$ cat config.mk
export PLATFORM = sky130hd
export DESIGN_NAME = warp_scheduler_flat
export DESIGN_NICKNAME = d
export VERILOG_FILES = /design/src/rtl/warp_scheduler_if.sv /design/src/rtl/warp_scheduler.sv /design/src/flat_wrapper.sv
export SDC_FILE = /design/constraint.sdc
export NUM_CORES = 1
export LEC_CHECK = 0
export ABC_AREA = 0
export CAP_MARGIN = 20
export CORE_MARGIN = 4
export CORE_UTILIZATION = 57
export CTS_CLUSTER_DIAMETER = 80
export CTS_CLUSTER_SIZE = 20
export DETAILED_ROUTE_END_ITERATION = 12
export PLACE_DENSITY_LB_ADDON = 0.3
export SYNTH_ARGS = -nofsm -noshare
export SYNTH_HDL_FRONTEND = slang
export SYNTH_SLANG_ARGS = --single-unit
$ cat constraint.sdc
create_clock -name clk -period 3.4 [get_ports clk]
set_clock_uncertainty 0.05 [all_clocks]
set_input_delay 0.68 -clock clk [delete_from_list [all_inputs] [get_ports clk]]
set_output_delay 0.68 -clock clk [all_outputs]
set_load 0.01 [all_outputs]
$ cat src/rtl/warp_scheduler_if.sv
// Shared types and the scheduler's datapath-facing bundle.
// master = scheduler side, slave = fetch/decode/LSU side.
package warp_scheduler_pkg;
   localparam int PC_W = 16;
   typedef logic [PC_W-1:0] instruction_memory_address_t;
   typedef enum logic [2:0] {
      WARP_IDLE,
      WARP_FETCH,
      WARP_DECODE,
      WARP_REQUEST,
      WARP_WAIT,
      WARP_EXECUTE,
      WARP_UPDATE,
      WARP_DONE
   } warp_state_t;
endpackage

interface warp_scheduler_if
   import warp_scheduler_pkg::*;
   #(parameter int NUM_WARPS = 4);
   localparam int WARP_ID_W =
      NUM_WARPS > 1 ? $clog2(NUM_WARPS) : 1;

   logic                        start;
   instruction_memory_address_t start_pc;
   logic [NUM_WARPS-1:0]        warp_valid_mask;
   logic                        fetch_ready;
   logic                        decoded_mem_rw;
   logic                        decoded_halt;
   logic                        lsu_done;
   instruction_memory_address_t next_pc;
   logic [NUM_WARPS-1:0]        warp_enable;
   warp_state_t                 warp_state;
   logic [WARP_ID_W-1:0]        current_warp;
   instruction_memory_address_t pc_out;
   logic                        fetch_req;
   logic                        lsu_req;
   logic                        kernel_done;

   modport master (
      input  start, start_pc, warp_valid_mask,
      input  fetch_ready, decoded_mem_rw,
      input  decoded_halt, lsu_done, next_pc,
      output warp_enable, warp_state,
      output current_warp, pc_out,
      output fetch_req, lsu_req, kernel_done
   );

   modport slave (
      output start, start_pc, warp_valid_mask,
      output fetch_ready, decoded_mem_rw,
      output decoded_halt, lsu_done, next_pc,
      input  warp_enable, warp_state,
      input  current_warp, pc_out,
      input  fetch_req, lsu_req, kernel_done
   );
endinterface

$ cat src/rtl/warp_scheduler.sv
// Round-robin warp scheduler: one instruction in flight,
// per-warp PC and halt tracking, kernel_done on all halted.
module warp_scheduler
   import warp_scheduler_pkg::*;
   #(parameter int NUM_WARPS = 4,
     localparam int WARP_ID_W =
        NUM_WARPS > 1 ? $clog2(NUM_WARPS) : 1)
   (input logic clk,
    input logic reset,
    warp_scheduler_if.master bus);

   typedef enum logic [1:0] {
      SCHED_IDLE,
      SCHED_SELECT,
      SCHED_RUN,
      SCHED_DONE
   } sched_t;

   sched_t                      sched_q, sched_d;
   warp_state_t                 ws_q, ws_d;
   logic [WARP_ID_W-1:0]        cur_q, rr_q;
   logic [NUM_WARPS-1:0]        mask_q;
   instruction_memory_address_t pc_q [NUM_WARPS];

   logic                        found;
   logic [WARP_ID_W-1:0]        pick, cand;
   logic                        run;

   // First active warp strictly after the rr pointer.
   always_comb begin
      found = 1'b0;
      pick  = rr_q;
      cand  = rr_q;
      for (int i = 1; i <= NUM_WARPS; i++) begin
         cand = WARP_ID_W'((int'(rr_q) + i) % NUM_WARPS);
         if (!found && mask_q[cand]) begin
            found = 1'b1;
            pick  = cand;
         end
      end
   end

   always_ff @(posedge clk or negedge reset) begin
      if (!reset) begin
         sched_q <= SCHED_IDLE;
         ws_q    <= WARP_IDLE;
      end else begin
         sched_q <= sched_d;
         ws_q    <= ws_d;
      end
   end

   always_comb begin
      sched_d = sched_q;
      ws_d    = ws_q;
      unique case (sched_q)
         SCHED_IDLE:
            if (bus.start) sched_d = SCHED_SELECT;
         SCHED_SELECT:
            if (found) begin
               sched_d = SCHED_RUN;
               ws_d    = WARP_FETCH;
            end else begin
               sched_d = SCHED_DONE;
               ws_d    = WARP_DONE;
            end
         SCHED_RUN:
            unique case (ws_q)
               WARP_FETCH:
                  if (bus.fetch_ready) ws_d = WARP_DECODE;
               WARP_DECODE:
                  ws_d = WARP_REQUEST;
               WARP_REQUEST:
                  ws_d = bus.decoded_mem_rw ?
                         WARP_WAIT : WARP_EXECUTE;
               WARP_WAIT:
                  if (bus.lsu_done) ws_d = WARP_EXECUTE;
               WARP_EXECUTE:
                  ws_d = WARP_UPDATE;
               WARP_UPDATE: begin
                  sched_d = SCHED_SELECT;
                  ws_d    = bus.decoded_halt ?
                            WARP_DONE : WARP_IDLE;
               end
               default:
                  ws_d = WARP_IDLE;
            endcase
         SCHED_DONE:
            if (!bus.start) begin
               sched_d = SCHED_IDLE;
               ws_d    = WARP_IDLE;
            end
         default:
            sched_d = SCHED_IDLE;
      endcase
   end

   always_ff @(posedge clk or negedge reset) begin
      if (!reset) begin
         mask_q <= '0;
         cur_q  <= '0;
         rr_q   <= WARP_ID_W'(NUM_WARPS - 1);
         for (int i = 0; i < NUM_WARPS; i++)
            pc_q[i] <= '0;
      end else begin
         if (sched_q == SCHED_IDLE && bus.start) begin
            mask_q <= bus.warp_valid_mask;
            for (int i = 0; i < NUM_WARPS; i++)
               pc_q[i] <= bus.start_pc;
         end
         if (sched_q == SCHED_SELECT && found) begin
            cur_q <= pick;
            rr_q  <= pick;
         end
         if (sched_q == SCHED_RUN && ws_q == WARP_UPDATE) begin
            pc_q[cur_q] <= bus.next_pc;
            if (bus.decoded_halt) mask_q[cur_q] <= 1'b0;
         end
      end
   end

   // Outputs decode registered state only, so reset clears them at once.
   always_comb begin
      run              = (sched_q == SCHED_RUN);
      bus.warp_enable  = run ? (NUM_WARPS'(1) << cur_q) : '0;
      bus.warp_state   = ws_q;
      bus.current_warp = cur_q;
      bus.pc_out       = pc_q[cur_q];
      bus.fetch_req    = run && (ws_q == WARP_FETCH);
      bus.lsu_req      = run && (ws_q == WARP_WAIT);
      bus.kernel_done  = (sched_q == SCHED_DONE);
   end
endmodule

$ cat src/flat_wrapper.sv
// flat-port wrapper written by rule: the top's interface ports become plain ports
module warp_scheduler_flat import warp_scheduler_pkg::*;
#(parameter int NUM_WARPS = 4,
     localparam int WARP_ID_W =
        NUM_WARPS > 1 ? $clog2(NUM_WARPS) : 1)
  (clk, reset, bus_start, bus_start_pc, bus_warp_valid_mask, bus_fetch_ready, bus_decoded_mem_rw, bus_decoded_halt, bus_lsu_done, bus_next_pc, bus_warp_enable, bus_warp_state, bus_current_warp, bus_pc_out, bus_fetch_req, bus_lsu_req, bus_kernel_done);
  warp_scheduler_if #(.NUM_WARPS(NUM_WARPS)) bus_i ();
  input logic clk;
  input logic reset;
  input wire logic [$bits(bus_i.start)-1:0] bus_start;
  input wire logic [$bits(bus_i.start_pc)-1:0] bus_start_pc;
  input wire logic [$bits(bus_i.warp_valid_mask)-1:0] bus_warp_valid_mask;
  input wire logic [$bits(bus_i.fetch_ready)-1:0] bus_fetch_ready;
  input wire logic [$bits(bus_i.decoded_mem_rw)-1:0] bus_decoded_mem_rw;
  input wire logic [$bits(bus_i.decoded_halt)-1:0] bus_decoded_halt;
  input wire logic [$bits(bus_i.lsu_done)-1:0] bus_lsu_done;
  input wire logic [$bits(bus_i.next_pc)-1:0] bus_next_pc;
  output wire logic [$bits(bus_i.warp_enable)-1:0] bus_warp_enable;
  output wire logic [$bits(bus_i.warp_state)-1:0] bus_warp_state;
  output wire logic [$bits(bus_i.current_warp)-1:0] bus_current_warp;
  output wire logic [$bits(bus_i.pc_out)-1:0] bus_pc_out;
  output wire logic [$bits(bus_i.fetch_req)-1:0] bus_fetch_req;
  output wire logic [$bits(bus_i.lsu_req)-1:0] bus_lsu_req;
  output wire logic [$bits(bus_i.kernel_done)-1:0] bus_kernel_done;
  assign bus_i.start = bus_start;
  assign bus_i.start_pc = bus_start_pc;
  assign bus_i.warp_valid_mask = bus_warp_valid_mask;
  assign bus_i.fetch_ready = bus_fetch_ready;
  assign bus_i.decoded_mem_rw = bus_decoded_mem_rw;
  assign bus_i.decoded_halt = bus_decoded_halt;
  assign bus_i.lsu_done = bus_lsu_done;
  assign bus_i.next_pc = bus_next_pc;
  assign bus_warp_enable = bus_i.warp_enable;
  assign bus_warp_state = bus_i.warp_state;
  assign bus_current_warp = bus_i.current_warp;
  assign bus_pc_out = bus_i.pc_out;
  assign bus_fetch_req = bus_i.fetch_req;
  assign bus_lsu_req = bus_i.lsu_req;
  assign bus_kernel_done = bus_i.kernel_done;
  warp_scheduler #(.NUM_WARPS(NUM_WARPS)) u_core (.clk(clk), .reset(reset), .bus(bus_i));
endmodule
==> reports/results.tsv <==
metric	value	unit
status	completed	
power_density	907	nW/µm²
grt_use_total	0.253	
rows	30	
synthMuxAreaShare	0.105	
setup_ws	0.294	ns
synth-simple-area-share	0.160	
syn_to_final_growth	24.8	%
dp_slack	0.716	ns
diodes	0	
drtIter0Drc	216	
yosys.area_share.xor_xnor	0	
wire_per_inst	17.8	µm
fin_tns_setup	0	ns
startpoint_type	flop	
p_leak	2.08	nW
cts-hold-fix-buffers	0	
vias	3471	
overflow	0	
post-route-period-util	0.914	
place.gp.congestion	0.908	
avgSynthCellArea	9.61	µm²
post-route-min-period	3.11	ns
synthAdderAreaFrac	0	
htree_levels	3	
clk_pin_slew	0.08	ns
setup_viol	0	
synth_edf_count	0	
peakVddDrop	0.545	mV
synth_cell_types	39	
required	2.67	ns
yosys_most_used_dff	dfrtp_1	
antenna_found_initial	0	
clockRootBuffer	clkbuf_8	
placed_cell_area	4760	µm²
hpwl	6.76	mm
synth_area_leaders	dfrtp_1, a21oi_1, mux4_2	
synth_commonest_cells	dfrtp_1, a21oi_1, nand2_1, o21ai_0, o21ai_1	
yosysTopAreaCell	dfrtp_1	
ant_nets	0	
drv_slew	0	
hold_viol	0	
core_area	6830	µm²
path_class	reg -> out	
reg2reg_from	u_core.sched_q[1]	
initial_utilization	0.587	
worstMarginPinSlew	0.955	ns
grt_start_max_net_pins	78	
yosysMostFrequentCell	dfrtp_1	
grt_pass1_vias	3565	
synth_compound_area_frac	0.207	
route.detailed.drc	0	
rsz0062_at_grt	no	
ys_ff_latch	77	
critical_path.max_fanout	16	
cts_setup_buffers	0	
relSlewSlack	0.364	
crit_family	simple AND/OR/NAND/NOR gates	
port-buffer-count	70	
via_per_inst	6.01	
synthCells	417	
synth_top_family_by_area	compound AO/OA/AOI/OAI gates	
fin_area	5000	µm²
worst_path_largest_cell_delay	0.61	ns
die_h	91.9	µm
clk_latency	0.34	ns
die_area	8440	µm²
dr.pass1.iters	5	
clockBufferDepth	2	
cp.arrival	2.38	ns
final_nets	520	
yosysWarningCount	0	
max_freq	0.322	GHz
cts_sinks	77	
synth_top_area_frac	0.468	
cp_slowest_cell	dfrtp_1	
grt_first_pass_wirelength	16.9	mm
crit_path_start	u_core.sched_q[1]	
drv_cap	0	
seq_area_frac_synth	0.481	
hold_path_class	in -> async	
synthesis.nets	460	
cts_tree	done	
drive_gt1_frac	0.112	
synth_async_sr_flop_share	1.00	
wl	10.3	mm
ios	71	
cts_resized	0	
crit_buf_inv	1	
path_cells	nand2b_1 -> nor3_1 -> clkdlybuf4s50_1	
die_x	91.9	µm
netlist_area	4010	µm²
cts_buffers	9	
cp-end-kind	primary output	
routing by layer:
metal	vias up	share of wire	GRT usage
met1	1698	0.41	0.331
met5	-	0	0
met3	21	0.062	0.0386
met2	135	0.51	0.420
met4	0	0.019	0.114
li1	1617	-	-
final timing paths:
path / cells past startpoint / end / slack (ns)
worst max-delay path: 3 / bus_warp_enable[1] / 0.29
worst min-delay path: 1 / u_core.bus.warp_state[0] / 0.43
worst max register to register: 4 / u_core.pc_q[38] / 1.02
worst min register to register: 2 / u_core.pc_q[15] / 0.49
max in group asynchronous: 1 / u_core.pc_q[58] / 2.25
min in group clk: 2 / u_core.pc_q[15] / 0.49
flip-flops by register name (all words and copies together) (netlist names):
name,flops
u_core.bus.warp_state,3
u_core.sched_q,2
u_core.rr_q,2
u_core.mask_q,4
u_core.bus.current_warp,2
u_core.pc_q,64
cells in the final DEF, fill, tap and decap left out, types with 2 or more instances in the layout:
cell type / netlist / layout
dfrtp_1: 75 / 75
nor4_2: 2 / 2
a31oi_1: 2 / 2
mux4_2: 16 / 16
nor2b_1: 4 / 4
a21oi_1: 74 / 74
mux2i_1: 5 / 5
a211oi_1: 2 / 2
o21ai_0: 42 / 42
nor3_1: 6 / 6
o31ai_1: 2 / 2
dfstp_2: 2 / 2
o22ai_1: 3 / 3
nor4_4: 3 / 3
clkbuf_8: 0 / 10
clkdlybuf4s50_1: 0 / 69
nand2b_1: 6 / 6
and3_1: 17 / 17
a21o_1: 3 / 3
o21ai_1: 24 / 24
bufinv_16: 0 / 3
nand2_1: 66 / 65
buf_4: 3 / 11
a221oi_1: 2 / 2
inv_1: 10 / 10
nor2_1: 7 / 7
metrics by stage:
stage	std cells	power (mW)	util	hold slack, ns
floorplan	417	2.86	-	0.334
global placement	562	3.59	0.696	0.461
detailed placement	562	3.68	0.696	0.485
CTS	578	4.54	0.732	0.464
global route	578	4.80	0.732	0.521
finish	578	4.54	0.732	0.431
cell families after synthesis:
kind of cell | count (synthesis)
mux | 22
compound gates | 157
simple gates | 120
flops | 77
buf+inv | 41
report_power, final:
| part | leakage [nW] | internal, mW | total (mW) | switching (mW) |
|---|---|---|---|---|
| combinational | 1.00 | 1.09 | 2.02 | 0.932 |
| clock | 0.120 | 0.511 | 0.844 | 0.333 |
| sequential | 0.958 | 1.34 | 1.67 | 0.339 |
area by class of cell:
class	instances	area, µm²
fillers	535	1830
clock inverters	5	106
inverters	10	37.5
multi-input cells	299	1900
flip-flops and latches	77	1930
repair buffers	80	773
clock buffers	11	141
well taps	96	120
Note: power is estimated with default switching activity, not from simulation.
